`src/rtl/switch_led_io_ctrl.sv`:
```
// -----------------------------------------------------------------------------
// switch_led_io_ctrl
//
// Purpose:
//   Board-I/O block called from HLS code. While running, it drives LEDR from SW
//   in one of four modes. It completes its start/finish handshake once the
//   operator presses and then releases the finish key.
//
// Optional feature:
//   KEY_DEBOUNCE_EN - when defined, each synchronised key must stay stable for
//   DEBOUNCE_CYCLES cycles before the change is accepted. When undefined,
//   the synchronised key value is used directly.
//
// Ports:
//   clk             in   1          clock
//   reset           in   1          asynchronous, active-high reset
//   clk2x           in   1          HLS interface clock, unused
//   clk1x_follower  in   1          HLS interface clock, unused
//   start           in   1          begin a run; only looked at in IDLE
//   mode            in   2          0 pass, 1 SW+1, 2 ~SW, 3 press count
//   SW              in   SW_WIDTH   switches
//   KEY             in   KEY_WIDTH  push buttons, active-low, asynchronous
//   LEDR            out  SW_WIDTH   registered LED drive
//   finish          out  1          registered one-cycle completion pulse
// -----------------------------------------------------------------------------
module switch_led_io_ctrl #(
    parameter int SW_WIDTH        = 6,
    parameter int KEY_WIDTH       = 4,
    parameter int FINISH_KEY      = 3,
    parameter int COUNT_KEY       = 0,
    parameter int DEBOUNCE_CYCLES = 16
) (
    input  logic                 clk,
    input  logic                 reset,
    input  logic                 clk2x,
    input  logic                 clk1x_follower,
    input  logic                 start,
    input  logic [1:0]           mode,
    input  logic [SW_WIDTH-1:0]  SW,
    input  logic [KEY_WIDTH-1:0] KEY,
    output logic [SW_WIDTH-1:0]  LEDR,
    output logic                 finish
);

    typedef enum logic [1:0] {
        IDLE = 2'd0,
        RUN  = 2'd1,
        HELD = 2'd2,
        DONE = 2'd3
    } state_t;

    localparam logic [SW_WIDTH-1:0] SW_ONE = SW_WIDTH'(1);

    // The HLS wrapper supplies these clocks, but this block does not use them.
    logic unused_clks;
    assign unused_clks = clk2x ^ clk1x_follower;

    // -------------------------------------------------------------------------
    // Key path: 2-flop synchroniser, optional debounce, edge detection.
    // All key flops reset to 1 because a released key reads 1.
    // -------------------------------------------------------------------------
    logic [KEY_WIDTH-1:0] k_meta;
    logic [KEY_WIDTH-1:0] k_s;
    logic [KEY_WIDTH-1:0] k_a;
    logic [KEY_WIDTH-1:0] k_a_prev;
    logic [KEY_WIDTH-1:0] key_press;
    logic [KEY_WIDTH-1:0] key_release;

    // NOTE: sequential blocks use non-blocking (<=) so every flop samples
    // pre-edge values; with blocking (=), k_s would capture KEY in the same
    // cycle and the synchroniser would collapse to a single flop.
    always_ff @(posedge clk or posedge reset) begin
        if (reset) begin
            k_meta <= '1;
            k_s    <= '1;
        end else begin
            k_meta <= KEY;
            k_s    <= k_meta;
        end
    end

`ifdef KEY_DEBOUNCE_EN
    localparam int DB_W = $clog2(DEBOUNCE_CYCLES);
    localparam logic [DB_W-1:0] DB_LAST = DB_W'(DEBOUNCE_CYCLES - 1);
    localparam logic [DB_W-1:0] DB_ONE  = DB_W'(1);

    logic [DB_W-1:0] db_cnt [KEY_WIDTH];

    // Each key counts consecutive cycles in which k_s disagrees with k_a.
    // On the DEBOUNCE_CYCLES-th such cycle, the new level is accepted.
    // Any cycle with agreement (a bounce back) restarts that key's count.
    // NOTE: this counter array is small, and it is part of control state, so
    // it is reset. Unlike a data RAM, it must start from a known count.
    always_ff @(posedge clk or posedge reset) begin
        if (reset) begin
            k_a <= '1;
            for (int i = 0; i < KEY_WIDTH; i++) begin
                db_cnt[i] <= '0;
            end
        end else begin
            for (int i = 0; i < KEY_WIDTH; i++) begin
                if (k_s[i] == k_a[i]) begin
                    db_cnt[i] <= '0;
                end else if (db_cnt[i] == DB_LAST) begin
                    k_a[i]    <= k_s[i];
                    db_cnt[i] <= '0;
                end else begin
                    db_cnt[i] <= db_cnt[i] + DB_ONE;
                end
            end
        end
    end
`else
    assign k_a = k_s;

    // The debounce length only matters when the debounce counters exist.
    logic unused_debounce;
    assign unused_debounce = ^DEBOUNCE_CYCLES;
`endif

    always_ff @(posedge clk or posedge reset) begin
        if (reset) begin
            k_a_prev <= '1;
        end else begin
            k_a_prev <= k_a;
        end
    end

    // A key is active-low, so a press is a 1->0 change and a release is 0->1.
    assign key_press   = k_a_prev & ~k_a;
    assign key_release = ~k_a_prev & k_a;

    // -------------------------------------------------------------------------
    // FSM: state register, next-state logic, output logic.
    // -------------------------------------------------------------------------
    state_t state;
    state_t next_state;
    logic   active;

    assign active = (state == RUN) || (state == HELD);

    always_ff @(posedge clk or posedge reset) begin
        if (reset) begin
            state <= IDLE;
        end else begin
            state <= next_state;
        end
    end

    // NOTE: every signal assigned in always_comb gets a default first. Any
    // path that left it unassigned would infer a latch.
    always_comb begin
        next_state = state;
        unique case (state)
            IDLE: if (start)                   next_state = RUN;
            RUN:  if (key_press[FINISH_KEY])   next_state = HELD;
            HELD: if (key_release[FINISH_KEY]) next_state = DONE;
            DONE:                              next_state = IDLE;
        endcase
    end

    logic [SW_WIDTH-1:0] cnt;
    logic [SW_WIDTH-1:0] cnt_d;
    logic [SW_WIDTH-1:0] led_d;
    logic                finish_d;

    always_comb begin
        led_d = LEDR;
        if (active) begin
            unique case (mode)
                2'd0: led_d = SW;
                2'd1: led_d = SW + SW_ONE;
                2'd2: led_d = ~SW;
                2'd3: led_d = cnt;
            endcase
        end

        // finish is registered, so it rises on the same edge that enters DONE.
        finish_d = (next_state == DONE);

        // A start clears the counter. Presses count only while a run is active.
        cnt_d = cnt;
        if (state == IDLE && start) begin
            cnt_d = '0;
        end else if (active && key_press[COUNT_KEY]) begin
            cnt_d = cnt + SW_ONE;
        end
    end

    always_ff @(posedge clk or posedge reset) begin
        if (reset) begin
            LEDR   <= '0;
            finish <= 1'b0;
            cnt    <= '0;
        end else begin
            LEDR   <= led_d;
            finish <= finish_d;
            cnt    <= cnt_d;
        end
    end

endmodule

```
`config.mk`:
```
export PLATFORM = sky130hd
export DESIGN_NAME = switch_led_io_ctrl
export DESIGN_NICKNAME = d
export VERILOG_FILES = /design/src/rtl/switch_led_io_ctrl.sv
export SDC_FILE = /design/constraint.sdc
export NUM_CORES = 1
export LEC_CHECK = 0
export CAP_MARGIN = 20
export CORE_ASPECT_RATIO = 0.6
export CORE_UTILIZATION = 45
export DETAILED_ROUTE_END_ITERATION = 6
export HOLD_SLACK_MARGIN = 0.08
export PLACE_DENSITY = 0.74
export REMOVE_ABC_BUFFERS = 1
export SYNTH_ARGS = -nofsm -noshare
export SYNTH_HDL_FRONTEND = slang
export SYNTH_SLANG_ARGS = --single-unit
```
`constraint.sdc`:
```
create_clock -name clk -period 1.5 [get_ports clk]
set_clock_uncertainty 0.1 [all_clocks]
set_input_delay 0.3 -clock clk [delete_from_list [all_inputs] [get_ports clk]]
set_output_delay 0.3 -clock clk [all_outputs]
set_load 0.01 [all_outputs]
```
==> results.py <==
metrics = {
    "outcome": {
        "status": "complete, but fails checks",
        "violations": "setup timing",
    },
    "critical_path": {
        "slowest_delay_ns": 0.41,
        "crit_path_end_kind": "register",
        "crit_buf_inv": 2,
        "path_cells": "inv_2 -> ha_4 -> and3b_2 -> buf_4 -> nand2_2 -> xor2_1 -> nor2_1",
        "path_class": "register to register",
        "crit_family": "flip-flops",
        "worst_path_max_delay_cell": "dfrtp_1",
        "crit_fanout": 5,
        "start_kind": "register",
        "crit_arrival_ns": 1.66,
        "critPathRequiredTime_ns": 1.55,
    },
    "detailed_routing": {
        "antenna_left": 0,
        "remaining_drc_errors": 0,
        "wl_um": 2846,
        "vias": 993,
        "first_iter_violations": 109,
        "vias_per_cell": 5.368,
        "drtPass1Iterations": 4,
        "wl_per_cell_um": 15.38,
    },
    "global_route": {
        "overflow": 0,
        "grt_first_pass_wirelength_um": 4209,
        "grt_max_degree": 15,
        "first_global_vias": 920,
        "track_usage": 0.2250,
        "antenna_found_initial": 0,
    },
    "timing": {
        "final-setup-viol-count": 7,
        "hold_viol_final": 0,
        "slew_viol_final": 0,
        "worstMarginPinSlew_ns": 0.3439,
        "whs_ns": 0.1811,
        "period_share": 1.074,
        "relSlewSlack": 0.7690,
        "rsz0062_at_grt": "true",
        "fmax_mhz": 620.9,
        "final.setup.worst_slack_ns": -0.1107,
        "fin_crit_ns": 1.611,
    },
    "final_layout": {
        "final_util": 0.7310,
        "layout_common_cells": "18 x buf_4, 15 x dfrtp_1, 11 x nand2_1",
        "layout_commonest_cell": "buf_4",
        "fin_area_um2": 1677,
        "register_area_um2": 533.0,
        "layout-drive-gt1-share": 0.3548,
        "fillers": 151,
        "area_delta_synth_final_pct": 45.34,
        "final_nets": 179,
        "multi_input_area_um2": 675.6,
        "num_antenna_cells": 0,
    },
    "clock_network": {
        "clock_sinks": 21,
        "cts_tree": "yes",
        "htreeDepth": 1,
        "cts_root_buf": "clkbuf_8",
        "path_clk_slew_ns": 0.07,
        "clk_latency_ns": 0.26,
        "cts.path.max_buffers": 2,
        "numCtsBuffers": 3,
        "cts_hold_buf": 0,
    },
    "floorplan": {
        "initial_core_util": 0.5030,
        "die_area_um2": 2777,
        "ioPinCount": 24,
        "coreArea_um2": 2293,
        "fp.dieW_um": 67.37,
        "dieHeight_um": 41.22,
        "fp-row-count": 13,
    },
    "placement": {
        "post-dp-hpwl_um": 1852,
        "io_buffer_count": 19,
        "place_area_um2": 1476,
        "gp_congestion": 0.7997,
    },
    "logic_synthesis": {
        "ys_seq_elements": 21,
        "synth.top_cell.area_share": 0.3254,
        "seq_area_frac_synth": 0.4620,
        "avgSynthCellArea_um2": 9.945,
        "synth_cells": 116,
        "ys_warn_count": 0,
        "synth.largest_area_cell": "dfrtp_1",
        "ys_types": 33,
        "synthTopCellsByArea": "dfrtp_1 33%, dfstp_2 14%, ha_1 6.5%, nand2_1 4.2%, o21ai_0 3.5%",
        "synth.cell_area_um2": 1154,
    },
    "run": {
        "maxCapViolCount": 0,
    },
    "power": {
        "p_total_mw": 2.748,
        "power_density_nw_per_um2": 1639,
        "vdd_drop_max_mv": 1.309,
        "leakagePower_nw": 0.7654,
    },
    "hold_path": {
        "hp-class": "primary input to async pin",
    },
}
registers in the layout, summed over array words and instances (netlist names):
register  flops
LEDR          6
k_meta        2
finish        1
cnt           6
state         2
k_a_prev      2
k_a           2
layer usage:
layer / vias up / share of wire / GRT usage
li1: 478 / - / -
met1: 475 / 0.46 / 0.2935
met2: 34 / 0.49 / 0.3500
met3: 6 / 0.046 / 0.08056
met4: 0 / 0.0098 / 0.07979
met5: - / 0 / 0
path summary, 6_finish.rpt:
| check | from | endpoint | slack, ns | cells past startpoint |
|---|---|---|---|---|
| max reg2reg | state[1] | cnt[2] | -0.11 | 7 |
| min | reset | LEDR[2] | 0.18 | 2 |
| max | state[1] | cnt[2] | -0.11 | 7 |
| min in group clk | k_meta[3] | k_a[3] | 0.26 | 0 |
| min reg2reg | k_meta[3] | k_a[3] | 0.26 | 0 |
| max in group asynchronous | reset | k_a_prev[3] | 0.66 | 3 |
layout make-up:
type	count	area share
flip-flops and latches	21	0.3179
well taps	30	0.02239
multi-input cells	83	0.4030
inverters	7	0.01567
clock inverters	1	0.004478
repair buffers	40	0.2119
clock buffers	3	0.02463
repair_timing:
item,CTS,global route
endpoints found under the setup margin,18,11
resized for setup,20,20
buffers inserted,1,4
cloned,0,0
pin swaps,6,13
synth_stat cells:
master	instances
a21oi_1	7
and3_1	2
nand3b_4	1
nor2_1	9
nand3b_1	1
nand4_1	3
o21ai_0	8
or3_1	1
nand2_1	13
nor3_1	3
o211ai_1	3
xnor2_1	4
and2b_1	1
clkbuf_8	1
a21o_1	1
and2_1	1
dfrtp_1	15
dfstp_2	6
a2111oi_1	1
a21boi_0	1
o32ai_1	1
and3b_1	1
mux2_2	2
inv_1	7
ha_1	6
nand3_1	2
nor2b_1	4
mux2i_1	3
a221oi_1	1
buf_2	1
xor2_1	3
buf_6	2
clkbuf_1	1
cells by family (layout without fill, tap and decap cells):
family                     count (synthesis)  in the layout  synth area share
and+or+nand+nor                           42             42            0.1909
buffers and inverters                     12             51           0.06181
DFF                                       21             21            0.4620
adders and majority gates                  6              6           0.06507
xor gates and xnor gates                   7              7           0.05315
muxes                                      5              5           0.04555
AOI/OAI and AO/OA                         23             23            0.1215
through the flow:
stage | setup TNS [ns] | instances | setup slack, ns
2_1_floorplan | -0.7505 | 111 | -0.1693
3_3_place_gp | -2.003 | 177 | -0.3119
3_5_place_dp | -2.319 | 177 | -0.3515
4_1_cts | 0 | 182 | 0.003242
5_1_grt | -0.8979 | 185 | -0.1766
6_report | -0.3933 | 185 | -0.1107
power by group:
part           switching (mW)  leakage, nW  internal [mW]
combinational           0.755        0.490          0.792
sequential             0.0968        0.254          0.730
clock                   0.186       0.0217          0.188
total                    1.04        0.765           1.71
No activity file was read; power rests on OpenSTA's default activity.
